### config.mk
export PLATFORM = sky130hd
export DESIGN_NAME = bar_sequencer
export DESIGN_NICKNAME = d
export VERILOG_FILES = /design/src/rtl/drums_pkg.sv /design/src/rtl/step_timer.sv /design/src/rtl/bar_sequencer.sv
export SDC_FILE = /design/constraint.sdc
export NUM_CORES = 1
export LEC_CHECK = 0
export CAP_MARGIN = 20
export CORE_MARGIN = 5
export CORE_UTILIZATION = 54
export DETAILED_ROUTE_END_ITERATION = 10
export PLACE_DENSITY = 0.89
export SETUP_SLACK_MARGIN = 0.05
export SLEW_MARGIN = 5
export SYNTH_ARGS = -nofsm -noshare
export SYNTH_HDL_FRONTEND = slang
export SYNTH_SLANG_ARGS = --single-unit
### constraint.sdc
create_clock -name clk -period 3.7 [get_ports clk]
set_input_delay 0.74 -clock clk [delete_from_list [all_inputs] [get_ports clk]]
set_output_delay 0.74 -clock clk [all_outputs]
set_load 0.03 [all_outputs]
### src/rtl/drums_pkg.sv
// drums_pkg: definitions shared by the bar sequencer and its step timer.
//   STEPS         - number of steps in one bar
//   LAST_STEP     - index of the final step of a bar
//   DEFAULT_DIV_W - default width of the step-period divider
//   seq_state_e   - playback state (IDLE / RUN / HOLD)
//   pattern_bit_sel() - maps a step index to its bit position in a bar word
package drums_pkg;

  localparam int STEPS         = 16;
  localparam int DEFAULT_DIV_W = 16;
  localparam logic [3:0] LAST_STEP = 4'(STEPS - 1);

  typedef enum logic [1:0] {
    ST_IDLE = 2'd0,
    ST_RUN  = 2'd1,
    ST_HOLD = 2'd2
  } seq_state_e;

  // Bar words are written MSB-first: step 0 lives in bit 15, step 15 in bit 0.
  // For a 4-bit step index, 15 - step is simply the bitwise inverse.
  function automatic logic [3:0] pattern_bit_sel(input logic [3:0] step);
    return ~step;
  endfunction

endpackage

### src/rtl/step_timer.sv
// step_timer: down-counting divider that produces a one-cycle tick every
// max(i_div,1) enabled cycles.
//   clk     - clock
//   rst_n   - asynchronous active-low reset
//   i_load  - restart the period now (counter reloads from i_div)
//   i_en    - counting enabled; counter is held at zero while low
//   i_div   - cycles per tick, 0 behaves as 1; sampled only on load or tick
//   o_tick  - high for one cycle when the period elapses
module step_timer
  import drums_pkg::*;
#(
  parameter int DIV_W = DEFAULT_DIV_W
) (
  input  logic             clk,
  input  logic             rst_n,
  input  logic             i_load,
  input  logic             i_en,
  input  logic [DIV_W-1:0] i_div,
  output logic             o_tick
);

  logic [DIV_W-1:0] r_cnt;
  logic [DIV_W-1:0] w_reload;

  // A divide of 0 is treated as 1, so both reload to zero and tick every cycle.
  always_comb begin
    w_reload = (i_div == '0) ? '0 : (i_div - DIV_W'(1));
  end

  assign o_tick = i_en & (r_cnt == '0);

  always_ff @(posedge clk or negedge rst_n) begin
    if (!rst_n) begin
      r_cnt <= '0;
    end else if (i_load || o_tick) begin
      r_cnt <= w_reload;
    end else if (i_en) begin
      r_cnt <= r_cnt - DIV_W'(1);
    end else begin
      r_cnt <= '0;
    end
  end

endmodule

### src/rtl/bar_sequencer.sv
// bar_sequencer: 16-step drum bar player with a one-deep shadow queue.
//   clk, rst_n  - clock, asynchronous active-low reset
//   bar_in      - bar pattern, bit 15 = step 0 ... bit 0 = step 15
//   bar_valid   - bar_in valid; accepted when bar_valid & bar_ready
//   bar_ready   - shadow register empty
//   tick_div    - clock cycles per step (0 treated as 1)
//   start, stop - level requests: begin/resume playback, stop at end of bar
//   hit         - strobe on a fired step whose pattern bit is 1
//   beat        - strobe on fired steps 0, 4, 8, 12
//   step_idx    - most recently fired step
//   bar_done    - strobe when step 15 fires
//   underrun    - strobe when a bar wraps with no queued bar (pattern replays)
//   running     - high in RUN or HOLD
// All strobes are registered: a step decided at a clock edge is visible in
// the following cycle, so the start-acceptance edge itself fires step 0.
module bar_sequencer
  import drums_pkg::*;
#(
  parameter int DIV_W = DEFAULT_DIV_W
) (
  input  logic             clk,
  input  logic             rst_n,
  input  logic [15:0]      bar_in,
  input  logic             bar_valid,
  output logic             bar_ready,
  input  logic [DIV_W-1:0] tick_div,
  input  logic             start,
  input  logic             stop,
  output logic             hit,
  output logic             beat,
  output logic [3:0]       step_idx,
  output logic             bar_done,
  output logic             underrun,
  output logic             running
);

  seq_state_e r_state;
  seq_state_e w_state_next;

  logic [15:0] r_active;
  logic [15:0] r_shadow;
  logic        r_shadow_full;
  logic [3:0]  r_step;        // next step to fire
  logic [3:0]  r_step_idx;
  logic        r_hit;
  logic        r_beat;
  logic        r_bar_done;
  logic        r_underrun;

  logic        w_tick;
  logic        w_timer_en;
  logic        w_start_fire;
  logic        w_resume;
  logic        w_halt;
  logic        w_fire_tick;
  logic        w_fire;
  logic        w_wrap;
  logic        w_xfer;
  logic        w_accept;
  logic [3:0]  w_fire_step;
  logic [15:0] w_pattern;
  logic        w_hit_next;
  logic        w_beat_next;
  logic        w_done_next;
  logic        w_underrun_next;

  assign w_timer_en = (r_state != ST_IDLE);

  step_timer #(
    .DIV_W (DIV_W)
  ) u_step_timer (
    .clk    (clk),
    .rst_n  (rst_n),
    .i_load (w_start_fire),
    .i_en   (w_timer_en),
    .i_div  (tick_div),
    .o_tick (w_tick)
  );

  // State register
  always_ff @(posedge clk or negedge rst_n) begin
    if (!rst_n) begin
      r_state <= ST_IDLE;
    end else begin
      r_state <= w_state_next;
    end
  end

  // Next-state logic
  always_comb begin
    w_state_next = r_state;
    case (r_state)
      ST_IDLE: begin
        if (w_start_fire) w_state_next = ST_RUN;
      end
      ST_RUN: begin
        if (w_halt)      w_state_next = ST_IDLE;
        else if (stop)   w_state_next = ST_HOLD;
      end
      ST_HOLD: begin
        if (w_resume)    w_state_next = ST_RUN;
        else if (w_halt) w_state_next = ST_IDLE;
      end
      default: w_state_next = ST_IDLE;
    endcase
  end

  // Output / control decode
  always_comb begin
    w_start_fire = (r_state == ST_IDLE) & start & ~stop & r_shadow_full;
    w_resume     = (r_state == ST_HOLD) & start & ~stop;
    // r_step == 0 while running only happens right after step 15 fired, i.e.
    // at a bar boundary. A pending stop (RUN) or an unresumed HOLD ends
    // playback there, before step 0 of another bar can fire.
    w_halt       = (r_step == 4'd0) &
                   (((r_state == ST_RUN) & stop) |
                    ((r_state == ST_HOLD) & ~w_resume));
    w_fire_tick  = w_tick & ~w_halt;
    w_fire       = w_start_fire | w_fire_tick;
    w_fire_step  = w_start_fire ? 4'd0 : r_step;
    w_wrap       = w_fire_tick & (r_step == 4'd0);
    // The start edge and a bar wrap with something queued both move shadow
    // into active; the step fired on that edge already uses the new bar.
    w_xfer       = w_start_fire | (w_wrap & r_shadow_full);
    w_pattern    = w_xfer ? r_shadow : r_active;
    w_accept     = bar_valid & ~r_shadow_full;

    w_hit_next      = w_fire & w_pattern[pattern_bit_sel(w_fire_step)];
    w_beat_next     = w_fire & (w_fire_step[1:0] == 2'd0);
    w_done_next     = w_fire & (w_fire_step == LAST_STEP);
    w_underrun_next = w_wrap & ~r_shadow_full;
  end

  // Datapath and registered strobes
  always_ff @(posedge clk or negedge rst_n) begin
    if (!rst_n) begin
      r_active      <= '0;
      r_shadow      <= '0;
      r_shadow_full <= 1'b0;
      r_step        <= 4'd0;
      r_step_idx    <= 4'd0;
      r_hit         <= 1'b0;
      r_beat        <= 1'b0;
      r_bar_done    <= 1'b0;
      r_underrun    <= 1'b0;
    end else begin
      r_hit      <= w_hit_next;
      r_beat     <= w_beat_next;
      r_bar_done <= w_done_next;
      r_underrun <= w_underrun_next;
      if (w_fire) begin
        r_step     <= w_fire_step + 4'd1;
        r_step_idx <= w_fire_step;
      end
      if (w_xfer) begin
        r_active <= r_shadow;
      end
      if (w_accept) begin
        r_shadow <= bar_in;
      end
      // Accept needs the shadow empty and transfer needs it full, so the two
      // never collide.
      r_shadow_full <= (r_shadow_full & ~w_xfer) | w_accept;
    end
  end

  assign bar_ready = ~r_shadow_full;
  assign running   = (r_state != ST_IDLE);
  assign hit       = r_hit;
  assign beat      = r_beat;
  assign bar_done  = r_bar_done;
  assign underrun  = r_underrun;
  assign step_idx  = r_step_idx;

endmodule

### Word level (Yosys, flattened, before mapping)

Index checks and enable logic that the tools add are counted.

| storage, ports and cells | value |
|---|---|
| output and inout bits | 10 |
| logic and storage cells | 70 |
| flip-flop bits (word level) | 63 |
| bits of input ports | 37 |

| cells by class | value |
|---|---|
| reduce and logical (&&, ||, !) cells | 8 |
| add/sub/neg operators | 3 |
| eq/ne operators | 6 |
| order comparisons | 1 |
| multiplexer cells | 13 |
| bitwise gates (word level) | 28 |

Operators with widths:

| cell | number |
|---|---|
| two-way mux 16 bit | 4 |
| zero test 16 bit | 2 |
| subtractor 16 x 1 -> 16 bit, second input constant | 2 |
| bitwise AND 1 bit | 18 |
| two-way mux 2 bit | 5 |
| != test 3 bit, second input constant | 2 |
| one-hot mux 2 bit (3 select lines) | 1 |
| < comparator 4 x 5 -> 1 bit, second input constant | 1 |
| NOT 1 bit | 5 |
| adder 4 x 1 -> 4 bit, second input constant | 1 |
| binary-select mux 1 bit (select 4 bit) | 1 |
| == test 4 bit, second input constant | 1 |
| zero test 2 bit | 2 |
| zero test 4 bit | 1 |
| two-way mux 4 bit | 1 |
| NOT 4 bit | 1 |
| bitwise OR 1 bit | 4 |
| AND reduction 3 bit | 1 |
| == test 2 x 1 -> 1 bit, second input constant | 1 |
| == test 2 bit, second input constant | 1 |
| != test 2 x 1 -> 1 bit, second input constant | 1 |
| nonzero test 2 bit | 1 |
| logical OR 1 bit | 1 |
| two-way mux 1 bit | 1 |

### Longest topological paths before layout

| logic depth | value |
|---|---|
| word-level depth | 16 |
| mapped depth | 9 |
| depth with buffers taken out | 8 |

### Cells and area by module

From an unflattened synthesis, not the netlist that was laid out.

| second synthesis, totals | value |
|---|---|
| cells, all modules | 310 |
| area, all modules | 3362.0 um2 |

Modules (own cells, without submodules):

| module | times used | sequential area each (um2) | area an instance (um2) | cells each |
|---|---|---|---|---|
| bar_sequencer | 1 | 1176.1 | 2118.3 | 171 |
| step_timer | 1 | 400.4 | 1243.7 | 139 |

### Worst setup path after synthesis

Ideal clock, no wire load.

| timing | value |
|---|---|
| kind | input -> register |
| start | in tick_div[8] |
| end | reg u_step_timer.r_cnt[11] |
| arrival time | 2.846 ns |
| data required time | 3.562 ns |
| path buffers | 1 |
| setup time | 0.138 ns |
| path slack | 0.715 ns |
| stages | 6 |
| cells stage by stage | or4_1 > or4_1 > or3_1 > o32ai_2 > clkbuf_1 > o22ai_1 |

| between the ends | value |
|---|---|
| longest elaborated chain between the ends | 3 |
| elaborated cells on any way between the ends | 4 |
| classes of those cells | add/sub: 1; mux: 2; reduce/logical: 1 |

RTL lines:

| element | line | source |
|---|---|---|
| start, declared | bar_sequencer.sv:26 | `input logic [DIV_W-1:0] tick_div,` |
| subtractor 16 x 1 -> 16 bit / zero test 16 bit (equally long branches) | step_timer.sv:27 | `w_reload = (i_div == '0) ? '0 : (i_div - DIV_W'(1));` |
| two-way mux 16 bit (*) | step_timer.sv:27 |  |
| two-way mux 16 bit (*) | step_timer.sv:35 | `end else if (i_load \|\| o_tick) begin` |
| end signal, assigned | step_timer.sv:36 | `r_cnt <= w_reload;` |
| end signal, assigned | step_timer.sv:38 | `r_cnt <= r_cnt - DIV_W'(1);` |
| end, declared | step_timer.sv:22 | `logic [DIV_W-1:0] r_cnt;` |

Every way passes the cells marked *; elsewhere a longest branch is shown, timed or not.
A chain may end at the register's enable or synchronous reset.

### Worst setup path in the final report

| timing | value |
|---|---|
| start | in tick_div[4] |
| end | reg u_step_timer.r_cnt[14] |

Same word-level chain as after synthesis.

==> impl_summary.log <==
INFO  metric grt.total_usage = between 20% and 30%
INFO  metric antenna_found_initial = 0
INFO  metric period_share = a little over four fifths
INFO  metric n_antenna_cell = 0
INFO  metric fmaxAchievable = 325 MHz
INFO  metric timing.critical_path.required = roughly 3.9 ns
INFO  metric antenna_left = 0
INFO  metric floorplan.die_area = roughly 7600 µm²
INFO  metric postRouteWirelength = 6920 µm
INFO  metric rr_startpoint = u_step_timer.r_cnt[8]
INFO  metric period_minus_slack = roughly 3.1 ns
INFO  metric place_congestion = ~0.9
INFO  metric num_rows = 28
INFO  metric crit_arrival = 3.30 ns
INFO  metric floorplan.io_pins = 47
INFO  metric syn-cell-area = between 3000 and 4000 µm²
INFO  metric synth-edff-count = 0
INFO  metric floorplan.die.width = 87.4 µm
INFO  metric final_layout_size_suffix_gt1_share = 17.2%
INFO  metric status = finished clean
INFO  metric timing.final.max_slew_violations = 0
INFO  metric postLayoutSetupSlackWorst = 0.619 ns
INFO  metric nets = 393
INFO  metric min_path_type = input pin to async pin
INFO  metric syn_nets = 343
INFO  metric final.setup_skew = 0.00847 ns
INFO  metric power_leakage = around 1.7 nW
INFO  metric rsz_0062_raised_after_global_routing = false
INFO  metric postSynth.asyncResetShare = 100%
INFO  metric yosys.area.top_type_share = just under 50%
INFO  metric first_global_vias = 2,581
INFO  metric first_pass_iters = 4
INFO  metric route.detailed.drc = 0
INFO  metric cts_tree = done
INFO  metric netlist.top_cell.by_area = sky130_fd_sc_hd__dfrtp_1
INFO  metric synth.area.top_cells = sky130_fd_sc_hd__dfrtp_1, sky130_fd_sc_hd__mux2_2, sky130_fd_sc_hd__xnor2_1
INFO  metric placedInstanceArea = 3770 µm²
INFO  metric placedCellCount = 415
INFO  metric flow.area_growth_from_synthesis = 24.0%
INFO  metric primary_ff_master_synth = sky130_fd_sc_hd__dfrtp_1
INFO  metric vias_per_cell = 5.71
INFO  metric post_layout_nonfiller_instances = 430
INFO  metric total_setup_violations_reported_at_the_end_of_the_flow = 0
INFO  metric final_power = 3.09 mW
INFO  metric synthDistinctLibCells = 51
INFO  metric cts-root-buf = sky130_fd_sc_hd__clkbuf_8
INFO  metric preCtsSetupSlack = ~0.30 ns
INFO  metric cts-htree-levels = 3
INFO  metric synth.top_cells.by_count = sky130_fd_sc_hd__dfrtp_1, sky130_fd_sc_hd__mux2_2, sky130_fd_sc_hd__nand2_1
INFO  metric drv_cap = 0
INFO  metric clock-sinks = 63
INFO  metric rr_endpoint = hit
INFO  metric clk_pin_slew = 0.07 ns
INFO  metric place.detailed.hpwl = 4890 µm
INFO  metric cp_slowest_cell = sky130_fd_sc_hd__or4_1
INFO  metric insertion_delay = 0.35 ns
INFO  metric hold_viol = 0
INFO  metric ys.warnings.count = 0
INFO  metric timing.critical_path.fanout_max = 15
INFO  metric placeableCoreArea = 5890 µm²
INFO  metric cts_resized = 0
INFO  metric pwr_dens = 769 nW/µm²
INFO  metric detailroute.via_count = 2,457
INFO  metric crit_path_start_kind = input pin
INFO  metric grt_overflow_total = 0
INFO  metric crit_chain = clkdlybuf4s50_1, nor4_1, nand2_1, or4_1, or3_1, o32ai_2, buf_4, o22ai_1
INFO  metric crit_path_category = input pin to flip-flop
INFO  metric grt_start_max_net_pins = 45
INFO  metric worst_slew_pin_slew = 0.862 ns
INFO  metric first_pass_grt_wire_length = 12,000 µm
INFO  metric portBuffers = 46
INFO  metric postCtsSetupBuffers = 0
INFO  metric synth.most_common_cell = sky130_fd_sc_hd__dfrtp_1
INFO  metric tritoncts.num_buffers = 9
INFO  metric dr_wl_cell = 16.1 µm
INFO  metric postLayoutCellArea = about 4000 µm²
INFO  metric holdBufCountCts = 0
INFO  metric flop_and_latch_count_out_of_synthesis = 63
INFO  metric first_iter_violations = between 150 and 200
INFO  metric type_of_element_capturing_the_critical_path = flip-flop
INFO  metric timing.critical_path.slowest_cell_delay = 0.55 ns
INFO  metric reg2regPathDepth = 7
INFO  metric relSlewSlack = 42.5%
INFO  metric tns = 0 ns
INFO  metric reg_to_reg_setup_timing_slack = roughly 0.7 ns
INFO  metric ir_drop = 0.491 mV
INFO  metric initial_utilization = 55.0%
INFO  metric cts.path.max_buffers = 2
INFO  metric synth_seq_area_share = 48.7%
INFO  metric post_synthesis_average_cell_area = ~11 µm²
INFO  metric die_h = 87.4 µm
INFO  metric postSynthCellCount = 301
## worst max-delay path: cells and delay by family
kind / cells / cell delay, ns
AND/OR/NAND/NOR: 4 / 1.54
AO/OA/AOI/OAI: 2 / 0.33
buffers and inverters: 2 / 0.69
## layer usage
layer  global-route usage (%)  wire, µm  up-vias
li1                         -         -     1180
met1                     25.5      2940     1197
met2                     33.6      3500       72
met3                     5.58       388        8
met4                     7.95        80        0
met5                        0         0        -
## registers in the layout (all words and copies together), names as in the netlist
signal              count
bar_done                1
r_step                  4
r_shadow_full           1
beat                    1
r_state                 2
step_idx                4
hit                     1
r_shadow               16
underrun                1
r_active               16
u_step_timer.r_cnt     16
## through the flow
step | hold WS [ns] | util, %
after floorplan | 0.432 | -
after global placement | 0.443 | 64.0
after detailed placement | 0.450 | 64.0
after CTS | 0.326 | 68.2
after global routing | 0.353 | 68.2
final | 0.319 | 68.2
## cell usage in the layout, fill, tap and decap left out, types with 4 or more instances in the layout
| cell | n |
|---|---|
| sky130_fd_sc_hd__a21oi_1 | 9 |
| sky130_fd_sc_hd__buf_4 | 6 |
| sky130_fd_sc_hd__clkbuf_8 | 10 |
| sky130_fd_sc_hd__clkdlybuf4s50_1 | 45 |
| sky130_fd_sc_hd__dfrtp_1 | 63 |
| sky130_fd_sc_hd__ha_1 | 5 |
| sky130_fd_sc_hd__inv_1 | 11 |
| sky130_fd_sc_hd__mux2_2 | 31 |
| sky130_fd_sc_hd__mux2i_1 | 4 |
| sky130_fd_sc_hd__nand2_1 | 23 |
| sky130_fd_sc_hd__nand3_1 | 5 |
| sky130_fd_sc_hd__nor2_1 | 21 |
| sky130_fd_sc_hd__nor2b_1 | 4 |
| sky130_fd_sc_hd__nor3_1 | 14 |
| sky130_fd_sc_hd__nor4_1 | 6 |
| sky130_fd_sc_hd__o21ai_0 | 7 |
| sky130_fd_sc_hd__o22ai_1 | 16 |
| sky130_fd_sc_hd__xnor2_1 | 22 |
| sky130_fd_sc_hd__xor2_1 | 7 |
## power by group
part | internal [mW] | switching (mW)
logic | 0.588 | 0.567
clock network | 0.463 | 0.266
registers | 0.968 | 0.235
total | 2.02 | 1.07
## cell families (layout without fill, tap and decap cells)
| kind of cell | count (synthesis) | after routing | share of synthesized area [%] |
|---|---|---|---|
| and+or+nand+nor | 94 | 94 | 15.3 |
| AOI/OAI and AO/OA | 50 | 50 | 10.5 |
| xor gates and xnor gates | 29 | 29 | 7.85 |
| muxes | 36 | 36 | 12.5 |
| DFF | 63 | 63 | 48.7 |
| adders and majority gates | 5 | 5 | 1.93 |
| buffers and inverters | 24 | 78 | 3.17 |
## layout make-up
class                           instances  area, µm²
Clock buffer                           10        138
Clock inverter                          5        106
Fill cell                             439       1870
Inverter                               11       41.3
Multi-Input combinational cell        214       1560
Sequential cell                        63       1580
Tap cell                               75       93.8
Timing Repair Buffer                   52        500
## worst max-delay path by stage
stage	start	end	slack, ns	cells past startpoint
after global placement	tick_div[4]	u_step_timer.r_cnt[5]	0.40	8
after CTS	tick_div[4]	u_step_timer.r_cnt[8]	0.66	8
after global routing	tick_div[2]	u_step_timer.r_cnt[8]	0.53	8
after floorplan	tick_div[8]	u_step_timer.r_cnt[11]	0.72	6
after detailed placement	tick_div[4]	u_step_timer.r_cnt[11]	0.30	8
final	tick_div[4]	u_step_timer.r_cnt[14]	0.62	8
No activity file was read; power rests on OpenSTA's default activity.
